**config.mk**
```make
export PLATFORM = sky130hd
export DESIGN_NAME = accel_core_ctrl
export DESIGN_NICKNAME = d
export VERILOG_FILES = /design/src/rtl/accel_core_ctrl.sv
export SDC_FILE = /design/constraint.sdc
export NUM_CORES = 1
export LEC_CHECK = 0
export ABC_CLOCK_PERIOD_IN_PS = 7500
export CAP_MARGIN = 25
export CORE_MARGIN = 4
export CORE_UTILIZATION = 55
export CTS_CLUSTER_SIZE = 30
export DETAILED_ROUTE_END_ITERATION = 7
export PLACE_DENSITY = 0.91
export REMOVE_ABC_BUFFERS = 1
export SETUP_SLACK_MARGIN = 0.02
export SLEW_MARGIN = 20
export SYNTH_ARGS = -nofsm -noshare
export SYNTH_HDL_FRONTEND = slang
export SYNTH_SLANG_ARGS = --single-unit
```
**constraint.sdc**
```tcl
create_clock -name clk -period 7.5 [get_ports clk]
set_input_delay 1.5 -clock clk [delete_from_list [all_inputs] [get_ports clk]]
set_output_delay 1.5 -clock clk [all_outputs]
set_load 0.005 [all_outputs]
```
**src/rtl/accel_core_ctrl.sv**
```systemverilog
// accel_core_ctrl: run controller for the DNN accelerator core.
// It decodes the control bits, sequences one engine/accumulator run, checks
// the per-kernel psum counts against the configured output size, enforces a
// watchdog, and reports sticky status, a run cycle count and a level interrupt.
//
// state  | meaning
// -------+-----------------------------------------------------------------
// IDLE   | no run in progress, waiting for a start edge
// RUN    | engine is issuing; psums and cycles are being counted
// DRAIN  | engine finished, waiting for the accumulator write-back
// DONE   | run finished with every kernel count matching (sticky)
// ERR    | run aborted by timeout, overrun or count mismatch (sticky)

module accel_core_ctrl #(
   parameter int NUM_KERNEL = 4,
   parameter int REG_WIDTH  = 32,
   parameter int CNT_WIDTH  = 16
) (
   input  logic                  clk,
   input  logic                  rst,
   input  logic [REG_WIDTH-1:0]  i_conf_ctrl,
   input  logic [REG_WIDTH-1:0]  i_conf_outputsize,
   input  logic [REG_WIDTH-1:0]  i_conf_timeout,
   input  logic                  i_engine_done,
   input  logic                  i_accum_done,
   input  logic [NUM_KERNEL-1:0] i_psum_vld,
   output logic                  o_core_rst,
   output logic                  o_start,
   output logic [REG_WIDTH-1:0]  o_conf_status,
   output logic [REG_WIDTH-1:0]  o_cycle_count,
   output logic                  o_irq
);

   typedef enum logic [2:0] {
      S_IDLE  = 3'd0,
      S_RUN   = 3'd1,
      S_DRAIN = 3'd2,
      S_DONE  = 3'd3,
      S_ERR   = 3'd4
   } state_t;

   state_t                r_state;
   state_t                w_state_nxt;

   logic                  r_start_q;
   logic                  r_clear_q;
   logic                  r_start;
   logic                  r_core_rst;
   logic                  r_accum_seen;
   logic                  r_flag_timeout;
   logic                  r_flag_mismatch;
   logic                  r_flag_overrun;
   logic [REG_WIDTH-1:0]  r_cycle_cnt;
   logic [CNT_WIDTH-1:0]  r_psum_cnt [NUM_KERNEL];

   logic                  w_start_edge;
   logic                  w_clear_edge;
   logic                  w_soft_rst;
   logic                  w_busy;
   logic [CNT_WIDTH-1:0]  w_outsize;
   logic [NUM_KERNEL-1:0] w_cnt_eq;
   logic                  w_overrun;
   logic                  w_timeout_hit;
   logic                  w_accum_seen;
   logic                  w_launch;
   logic                  w_clear;
   logic                  w_set_timeout;
   logic                  w_set_mismatch;
   logic                  w_set_overrun;
   logic [REG_WIDTH-1:0]  w_status;
   logic                  w_unused;

   assign w_start_edge = i_conf_ctrl[0] & ~r_start_q;
   assign w_clear_edge = i_conf_ctrl[3] & ~r_clear_q;
   assign w_soft_rst   = i_conf_ctrl[1];
   assign w_busy       = (r_state == S_RUN) || (r_state == S_DRAIN);
   assign w_outsize    = i_conf_outputsize[CNT_WIDTH-1:0];
   assign w_accum_seen = i_accum_done | r_accum_seen;
   assign w_unused     = ^{i_conf_ctrl[REG_WIDTH-1:4], i_conf_ctrl[2],
                           i_conf_outputsize[REG_WIDTH-1:CNT_WIDTH]};

   // per-kernel "count already at target" compare
   always_comb begin
      w_cnt_eq = '0;
      for (int k = 0; k < NUM_KERNEL; k++) begin
         w_cnt_eq[k] = (r_psum_cnt[k] == w_outsize);
      end
   end

   assign w_overrun     = w_busy && ((i_psum_vld & w_cnt_eq) != '0);
   assign w_timeout_hit = w_busy && (i_conf_timeout != '0) &&
                          (r_cycle_cnt >= (i_conf_timeout - REG_WIDTH'(1)));

   // state register
   always_ff @(posedge clk) begin
      if (rst) r_state <= S_IDLE;
      else     r_state <= w_state_nxt;
   end

   // next-state decode and flag-set strobes; soft reset > timeout > overrun > normal
   always_comb begin
      w_state_nxt    = r_state;
      w_launch       = 1'b0;
      w_clear        = 1'b0;
      w_set_timeout  = 1'b0;
      w_set_mismatch = 1'b0;
      w_set_overrun  = 1'b0;
      if (w_soft_rst) begin
         w_state_nxt = S_IDLE;
      end else begin
         case (r_state)
            S_IDLE: begin
               if (w_start_edge) w_launch = 1'b1;
            end
            S_RUN: begin
               if (w_timeout_hit) begin
                  w_state_nxt   = S_ERR;
                  w_set_timeout = 1'b1;
               end else if (w_overrun) begin
                  w_state_nxt   = S_ERR;
                  w_set_overrun = 1'b1;
               end else if (i_engine_done) begin
                  w_state_nxt = S_DRAIN;
               end
            end
            S_DRAIN: begin
               if (w_timeout_hit) begin
                  w_state_nxt   = S_ERR;
                  w_set_timeout = 1'b1;
               end else if (w_overrun) begin
                  w_state_nxt   = S_ERR;
                  w_set_overrun = 1'b1;
               end else if (w_accum_seen) begin
                  if (&w_cnt_eq) begin
                     w_state_nxt = S_DONE;
                  end else begin
                     w_state_nxt    = S_ERR;
                     w_set_mismatch = 1'b1;
                  end
               end
            end
            S_DONE, S_ERR: begin
               // start beats clear when both edges land together
               if (w_start_edge) begin
                  w_launch = 1'b1;
               end else if (w_clear_edge) begin
                  w_state_nxt = S_IDLE;
                  w_clear     = 1'b1;
               end
            end
            default: w_state_nxt = S_IDLE;
         endcase
         if (w_launch) w_state_nxt = S_RUN;
      end
   end

   // control-bit history for edge detection, launch pulse and core reset
   always_ff @(posedge clk) begin
      r_core_rst <= rst | i_conf_ctrl[1];
      if (rst) begin
         r_start_q <= 1'b0;
         r_clear_q <= 1'b0;
         r_start   <= 1'b0;
      end else begin
         r_start_q <= i_conf_ctrl[0];
         r_clear_q <= i_conf_ctrl[3];
         r_start   <= w_launch;
      end
   end

   // sticky error flags and the accumulator-done latch
   always_ff @(posedge clk) begin
      if (rst || w_soft_rst || w_launch || w_clear) begin
         r_flag_timeout  <= 1'b0;
         r_flag_mismatch <= 1'b0;
         r_flag_overrun  <= 1'b0;
         r_accum_seen    <= 1'b0;
      end else begin
         r_flag_timeout  <= r_flag_timeout  | w_set_timeout;
         r_flag_mismatch <= r_flag_mismatch | w_set_mismatch;
         r_flag_overrun  <= r_flag_overrun  | w_set_overrun;
         r_accum_seen    <= r_accum_seen | (w_busy & i_accum_done);
      end
   end

   // saturating run cycle counter
   always_ff @(posedge clk) begin
      if (rst || w_soft_rst || w_launch)    r_cycle_cnt <= '0;
      else if (w_busy && !(&r_cycle_cnt))   r_cycle_cnt <= r_cycle_cnt + REG_WIDTH'(1);
   end

   // saturating per-kernel psum counters
   always_ff @(posedge clk) begin
      for (int k = 0; k < NUM_KERNEL; k++) begin
         if (rst || w_soft_rst || w_launch) begin
            r_psum_cnt[k] <= '0;
         end else if (w_busy && i_psum_vld[k] && !(&r_psum_cnt[k])) begin
            r_psum_cnt[k] <= r_psum_cnt[k] + CNT_WIDTH'(1);
         end
      end
   end

   // status word; the idle bit means "quiescent and healthy", so DONE reports it but ERR does not
   always_comb begin
      w_status    = '0;
      w_status[0] = (r_state == S_IDLE) || (r_state == S_DONE);
      w_status[1] = w_busy;
      w_status[2] = (r_state == S_DONE);
      w_status[3] = (r_state == S_ERR);
      w_status[4] = r_flag_timeout;
      w_status[5] = r_flag_mismatch;
      w_status[6] = r_flag_overrun;
      for (int k = 0; k < NUM_KERNEL; k++) begin
         w_status[8+k] = (r_state == S_ERR) && !w_cnt_eq[k];
      end
   end

   assign o_core_rst    = r_core_rst;
   assign o_start       = r_start;
   assign o_conf_status = w_status;
   assign o_cycle_count = r_cycle_cnt;
   assign o_irq         = i_conf_ctrl[2] & ((r_state == S_DONE) || (r_state == S_ERR));

endmodule

```
==> Yosys cells after proc, flatten, opt, wreduce, memory -nomap -nowiden <==
Memory sizes are Yosys's and may differ from the RTL's.
Cells that the tools add are included.
{ "totals": {"ramBits": 64, "elab_cells": 151, "output_inout_bits": 67, "input_bits": 104, "reg_bits": 43, "memories": 1} }
{ "mem_list": {"columns": ["name", "depth", "width", "read_ports", "rd_ports_with_merged_regs", "wr", "line_no", "rtl"], "rows": [
  ["r_psum_cnt", 4, 16, 4, 0, 4, "54", "logic [CNT_WIDTH-1:0] r_psum_cnt [NUM_KERNEL];"]
]} }
{ "op_classes": {"n_mux": 50, "reduce_logical": 47, "n_eq_ne": 17, "bitwise_logic": 18, "addsub": 6, "magnitude_cmp": 1} }
{ "ops": {"columns": ["cell", "n"], "rows": [
  ["16-bit by 1-bit adder with 16-bit output (second input constant)", 4],
  ["16-bit == test", 4],
  ["16-bit two-way mux", 4],
  ["16-bit AND reduction", 4],
  ["1-bit two-way mux", 36],
  ["32-bit by 1-bit adder with 32-bit output (second input constant)", 1],
  ["32-bit >= comparator", 1],
  ["32-bit AND reduction", 1],
  ["32-bit nonzero test", 1],
  ["32-bit by 1-bit subtractor with 32-bit output (second input constant)", 1],
  ["3-bit two-way mux", 9],
  ["1-bit logical AND", 16],
  ["3-bit case mux with 4 select lines", 1],
  ["5-bit by 4-bit inequality test with 1-bit output (second input constant)", 2],
  ["1-bit bitwise OR", 10],
  ["5-bit AND reduction", 2],
  ["1-bit zero test", 9],
  ["4-bit inequality test (second input constant)", 2],
  ["3-bit by 2-bit == test with 1-bit output (second input constant)", 2],
  ["1-bit logical OR", 6],
  ["3-bit inequality test (second input constant)", 2],
  ["2-bit OR reduction", 3],
  ["3-bit OR reduction", 2],
  ["1-bit bitwise AND", 4],
  ["9 further kinds", 12]
]} }

==> Logic depth before layout (Yosys ltp) <==
Gate-level depths: netlist of run 1.
{ "depth": {"word_depth": 10, "ltp_mapped": 17} }

==> Worst setup path before layout of run 1 <==
No wires, ideal clock.
{ "synth_timing": {"kind": "input-to-reg", "from": "input port i_conf_timeout[0]", "to": "register r_state[2]", "stages": 17, "path_buffers": 1, "t_arrival_ns": 4.727, "path_slack_ns": 2.654, "path_cell_list": "inv_1 -> ha_1 -> or4b_1 -> or3_1 -> buf_2 -> nor3_1 -> nand2_1 -> nor2_1 -> xnor2_1 -> ha_1 -> a21oi_1 -> nand2_1 -> a221oi_1 -> o211ai_1 -> a21oi_1 -> o21ai_2 -> o221a_1"} }
{ "synth_via": {"elab_chain_cells": 5} }
{ "synth_rtl": {"columns": ["element", "line_no", "rtl"], "rows": [
  ["start: declaration", "23", "input logic [REG_WIDTH-1:0] i_conf_timeout,"],
  ["32-bit by 1-bit subtractor with 32-bit output or 32-bit nonzero test (tied branches)", "92, 91", null],
  ["32-bit >= comparator or 1-bit logical AND (tied branches)", "92, 91", null],
  ["1-bit logical AND (*)", "91", "assign w_timeout_hit = w_busy && (i_conf_timeout != '0) &&"],
  ["4-bit inequality test (no source line) (tied with other cells)", null, null],
  ["5-bit AND reduction (no source line) or 3-bit case mux with 4 select lines (tied branches)", null, null],
  ["end signal: assignment", "97", "else r_state <= w_state_nxt;"],
  ["end: declaration", "42", "state_t r_state;"]
]} }
Every way passes the cells marked *; elsewhere a longest branch is shown, timed or not.
A chain may end at the register's enable or synchronous reset.

==> Final worst setup path of run 1 <==
Same ends and word-level chain as after synthesis.

==> results of run 1 <==
-- power groups by stage --
stage / registers (mW) / clock network, mW / logic [mW]
after floorplan: 0.674 / 0 / 0.0882
after detailed placement: 0.681 / 0 / 0.157
after global placement: 0.680 / 0 / 0.153
final: 0.669 / 0.476 / 0.160
after global routing: 0.672 / 0.507 / 0.174
after CTS: 0.669 / 0.480 / 0.159
-- worst max-delay path by stage --
stage                            from         end  slack [ns]
floorplan           i_conf_timeout[0]  r_state[2]        2.67
global placement    i_conf_timeout[0]  r_state[2]        1.81
detailed placement  i_conf_timeout[0]  r_state[2]        1.67
CTS                 i_conf_timeout[0]  r_state[2]        2.04
global route        i_conf_timeout[0]  r_state[2]        1.69
finish              i_conf_timeout[0]  r_state[2]        2.01
-- area by class of cell --
class / instances / area, um^2
clock buffers: 14 / 287
clock inverters: 2 / 15.0
fillers: 1004 / 4430
inverters: 21 / 78.8
multi-input cells: 687 / 4410
flip-flops and latches: 107 / 2780
well taps: 176 / 220
repair buffers: 108 / 1070
-- per-stage QoR --
stage | worst slack [ns] | hold WS [ns] | cell area, um^2
2_1_floorplan | 2.67 | 0.437 | 7270
3_3_place_gp | 1.81 | 0.439 | 8570
3_5_place_dp | 1.67 | 0.443 | 8570
4_1_cts | 2.04 | 0.463 | 8870
5_1_grt | 1.69 | 0.504 | 8870
6_report | 2.01 | 0.462 | 8870
-- synth_stat cells (6+ instances only) --
cell      number  area, um^2
xnor2_1      128        1120
clkbuf_1      32         120
edfxtp_1      64        1920
a21oi_1       20         100
nor2_1       145         544
nand2_1       63         236
o21ai_0       13        65.1
buf_4         25         188
nand4_1       39         244
xor2_1        53         464
nand3_1       42         210
nand2b_1       6        37.5
ha_1          38         475
nor3_1        26         130
dfxtp_1       43         861
nor4_1        16         100
inv_1         21        78.8
and3_1        22         138
-- worst min-delay path, stage by stage, from the launching register on --
cell and delay, ns:
dfxtp_1 0.31, inv_1 0.05, a21oi_1 0.05
-- per-layer routing --
layer | vias up | wire, um | GRT usage, %
met1 | 2950 | 7560 | 28.9
met2 | 227 | 9140 | 40.9
met3 | 51 | 1110 | 4.20
met4 | 0 | 670 | 9.38
li1 | 3055 | - | -
met5 | - | 0 | 0
-- flip-flops by register name, indices dropped and copies added (netlist names) --
name             cells
r_start_q            1
r_flag_mismatch      1
o_core_rst           1
r_accum_seen         1
o_start              1
r_flag_overrun       1
r_state              3
r_psum_cnt          64
r_clear_q            1
o_cycle_count       32
r_flag_timeout       1
-- logic make-up after synthesis --
group           after synthesis  share of synthesized area [%]
buf+inv                      79                           5.21
simple gates                391                           25.3
xor+xnor                    181                           21.1
compound gates               56                           4.97
flops                       107                           37.1
other cells                   1                         0.0499
fa+ha+maj                    38                           6.33
-- cell usage in the layout (no fill, tap or decap), types with 3 or more instances in the layout --
cell type	synthesis	routed
a21oi_1	20	20
and2_1	5	5
and3_1	22	22
and4_1	4	4
buf_4	25	3
clkbuf_16	0	10
clkdlybuf4s50_1	0	105
conb_1	1	21
dfxtp_1	43	43
edfxtp_1	64	64
ha_1	38	38
inv_1	21	21
nand2_1	63	63
nand2b_1	6	6
nand3_1	42	42
nand4_1	39	39
nor2_1	145	145
nor2b_1	3	3
nor3_1	26	26
nor4_1	16	16
o21a_1	3	3
o21ai_0	13	11
or2_2	4	4
or3_1	5	5
or4_4	3	3
xnor2_1	128	128
xor2_1	53	53
==> flow_summary.toml, run 1 <==
[sta]
rsz0062_at_grt = "false"
drv_slew = 0
tightest_slew_ns = 0.950
fin_crit_ns = 5.49
tns_ns = 0
setup_viol = 0
fmax_mhz = 182
finalCritPeriodShare_pct = 73.2
relSlewSlack_pct = 36.4
clock_skew_ns = 0.0111
finalHoldViolCount = 0

[clock_network]
cts_buffers = 9
ctsHtreeMaxLevel = 3
cts_tree = "done"
insertion_delay_ns = 0.35
cts-root-buf = "clkbuf_16"
clock_sinks = 107
ctsHoldBuffers = 0
cts_resized = 0
post_cts_buffers = 0
clkTransAtPathRegs_ns = 0.07
cts_buffer_depth = 2

[synth]
synthCells = 853
synth_flop_cell = "edfxtp_1"
yosysUniqueCellTypes = 48
ys_ff_latch = 107
async_flop_share_pct = 0
synth-edff-count = 64
netlist_area_um2 = 7510
yosysSeqAreaShare_pct = 37.1
yosys_warnings = 0
syn_area_per_cell_um2 = 8.80

[routing]
vias = 6283
drcViolationCount = 0
post_drt_wl_per_cell_um = 16.6
first_iter_violations = 475
ant_nets = 0
routed_wl_um = 18500
vias_per_cell = 5.63
first_pass_iters = 5

[power_and_ir_drop]
power.total_mw = 1.30
p_leak_nw = 3.01
irDropWorstVdd_mv = 0.127
internal_power_mw = 0.988
comb_power_share_pct = 12.2
p_seq_share_pct = 51.3
clockPowerShare_pct = 36.5
p_sw_mw = 0.317
p_sw_share_pct = 24.3
power_density_nw_per_um2 = 147

[min_path]
worstHoldPathType = "flip-flop to flip-flop"
hold_path_depth = 2
holdCritStartpoint = "r_flag_overrun"
min_to = "r_flag_overrun"

[grt]
first_global_vias = 6245
grt.total_usage_pct = 23.5
grt_pass1_wl_um = 30400
antenna_found_initial = 0
grt_overflow_total = 0
grt_max_degree = 38

[setup_path]
crit_buf_inv = 2
r2r-end = "o_cycle_count[30]"
critical-path-top-delay-family = "simple AND/OR/NAND/NOR gates"
slowest_delay_ns = 0.50
start_kind = "primary input"
crit_type = "primary input to flip-flop"
worstPathMaxFanout = 7
crit_slowest_cell = "or4b_1"
worstPathArrival_ns = 5.73
r2r_setup_slack_ns = 4.78
worstPathCellList = "clkdlybuf4s50_1 > inv_1 > ha_1 > or4b_1 > or3_1 > nor3_1 > nand2_1 > nor2_1 > xnor2_1 > ha_1 > a21oi_1 > nand2_1 > a221oi_1 > o211ai_1 > a21oi_1 > o21ai_2 > o221a_1"
worst_setup_path_end_kind = "flip-flop"
reg2reg_depth = 8
r2r_start = "o_cycle_count[0]"
path_depth = 17
critPathRequiredTime_ns = 7.74

[floorplan]
dieWidth_um = 125
ios = 171
core_um2 = 13300
die-area_um2 = 15600
initial_core_util_pct = 56.5
fp.dieH_um = 125
fp-row-count = 42

[cells_and_area]
nets = 1076
syn_to_final_growth_pct = 18.1
diodes = 0
layout.cells.non_filler = 1115
fin_util_pct = 66.7
drive_gt1_share_pct = 3.41

[placement]
port_buffers = 105
dp_cells = 1099
hpwl_um = 14200
place_congestion = 0.881

[flow_run]
drv_cap = 0

[outcome]
status = "complete, no violations"
Power figures use the tool's default switching activity.
==> run 2: changes to the inputs <==
ABC_CLOCK_PERIOD_IN_PS = 4600   (was 7500)
CORE_UTILIZATION = 47   (was 55)
PLACE_DENSITY = 0.84   (was 0.91)
clock period = 4.6 ns   (was 7.5 ns; I/O delays follow)
==> run 2 against run 1 <==
  * Sequential share of layout area decreased by 1.3 points
  * Die area grew 16%
  * Critical path type unchanged
  * Combinational power rose by 71%
  * Via count rose by 1.3%
  * Non-clock buffer count is 32 higher
  * Critical path depth is 2 lower
  * Register-to-register slack worse by 2.7 ns
  * Core utilization down 6.8 points
  * Critical endpoint unchanged
  * Final area is 4.2% higher
  * Global-route usage down 2.4 points
  * Clock skew decreased by 0.0022 ns
==> flow_summary.toml, run 2 (same netlist as run 1, synthesis figures left out) <==
[cells_and_area]
largest_register = "r_psum_cnt"
final_cell_mix = "nor2_1, xnor2_1, clkdlybuf4s50_1"
fin_util_pct = 59.9
largest_register_ffs = 64
multi_input_area_um2 = 4490
fill_cells = 1287
fin_area_um2 = 9240
syn_to_final_growth_pct = 23.0
nets = 1108
drive_gt1_share_pct = 8.65
final_common_cell = "nor2_1"
layout.cells.non_filler = 1183
seqCellArea_um2 = 2780

[flow_run]
drv_cap = 0

[grt]
grt.total_usage_pct = 21.1
first_global_vias = 6141
antenna_found_initial = 1
grt_overflow_total = 0
grt_max_degree = 34
grt_pass1_wl_um = 30700

[setup_path]
start_kind = "primary input"
worstPathMaxFanout = 4
critical-path-top-delay-family = "simple AND/OR/NAND/NOR gates"
crit_slowest_cell = "or4_1"
crit_type = "primary input to flip-flop"
crit_buf_inv = 2
critPathRequiredTime_ns = 4.90
worstPathCellList = "clkdlybuf4s50_1 > buf_4 > or4_4 > nor2_4 > nand2_2 > nor4_2 > xnor2_1 > ha_1 > nand4_1 > or4_1 > a221oi_2 > a211o_1 > a21oi_2 > o21ai_2 > o221a_1"
slowest_delay_ns = 0.58
worst_setup_path_end_kind = "flip-flop"
worstPathArrival_ns = 4.72

[routing]
drcViolationCount = 0
vias = 6366
routed_wl_um = 18900
first_iter_violations = 509
post_drt_wl_per_cell_um = 16.0
ant_nets = 0
first_pass_iters = 7
vias_per_cell = 5.38

[clock_network]
cts-root-buf = "clkbuf_16"
clkTransAtPathRegs_ns = 0.07
insertion_delay_ns = 0.36
cts_buffer_depth = 2
cts_buffers = 9
ctsHtreeMaxLevel = 3
clock_sinks = 107
cts_tree = "done"
ctsHoldBuffers = 0

[sta]
tns_ns = 0
tightest_slew_ns = 1.01
drv_slew = 0
fmax_mhz = 226
relSlewSlack_pct = 32.6
setup_viol = 0
clock_skew_ns = 0.00890
fin_crit_ns = 4.42
finalHoldViolCount = 0
hold_ws_ns = 0.448
fin_ws_ns = 0.178
finalCritPeriodShare_pct = 96.1

[placement]
place_ws_ns = -0.336
dp_cells = 1164
postPlaceCellArea_um2 = 8830
place_congestion = 0.920
port_buffers = 105
hpwl_um = 14500

[power_and_ir_drop]
p_sw_mw = 0.540
power_density_nw_per_um2 = 235
p_leak_nw = 3.18
irDropWorstVdd_mv = 0.213
power.total_mw = 2.17
p_seq_share_pct = 50.3
p_sw_share_pct = 24.9
comb_power_share_pct = 12.6
clockPowerShare_pct = 37.1
internal_power_mw = 1.63

[floorplan]
dieWidth_um = 134
ios = 171
initial_core_util_pct = 48.7
fp-row-count = 45
fp.dieH_um = 134
core_um2 = 15400
die-area_um2 = 18100

[min_path]
worstHoldPathType = "flip-flop to flip-flop"

[outcome]
status = "complete, no violations"
-- run 2: cell type report --
cell class	count	area share [%]
tap	211	2.86
antenna	1	0.0271
sequential	107	30.1
inverter	21	0.853
timing repair buffer	140	14.2
clock inverter	6	0.758
multi-input combinational	687	48.6
clock buffer	10	2.59
-- run 2: path summary, 6_finish.rpt --
kind	start	to	slack, ns	cells after the start
setup reg to reg	o_cycle_count[13]	r_state[2]	2.07	8
setup / recovery	i_conf_timeout[0]	r_state[2]	0.18	15
hold reg to reg	r_flag_overrun	r_flag_overrun	0.45	2
hold / removal	r_flag_overrun	r_flag_overrun	0.45	2
-- run 2: tightest hold or removal path, stage by stage, from the launching register on --
cell     delay [ns]
dfxtp_1        0.31
inv_1          0.04
a21oi_1        0.05
-- run 2: routing by layer --
metal | vias up | part of all wire, % | global-route usage [%]
met2 | 210 | 50 | 36.0
met4 | 0 | 3.8 | 8.71
met3 | 47 | 5.8 | 3.94
met1 | 2977 | 41 | 26.2
li1 | 3132 | - | -
met5 | - | 0 | 0
-- run 2: repair_timing --
item                                    in CTS  in global routing
endpoints found under the setup margin       1                  6
pin swaps                                    0                  3
endpoints found under the hold margin        0                  0
gates resized for setup                      1                 19
buffers inserted                             0                  1
-- run 2: power by group through the flow --
stage	clock, mW	sequential (mW)	combinational [mW]
after floorplan	0	1.10	0.144
after global placement	0	1.11	0.261
after detailed placement	0	1.11	0.268
after CTS	0.817	1.09	0.271
after global routing	0.851	1.10	0.300
final	0.805	1.09	0.274
==> run 3: changes to the inputs <==
CTS_CLUSTER_SIZE = 25   (was 30)
SKIP_LAST_GASP = 1   (was default)
==> results of run 3 <==
Same layout as run 2: the final DEF is identical, and so are final timing and power.
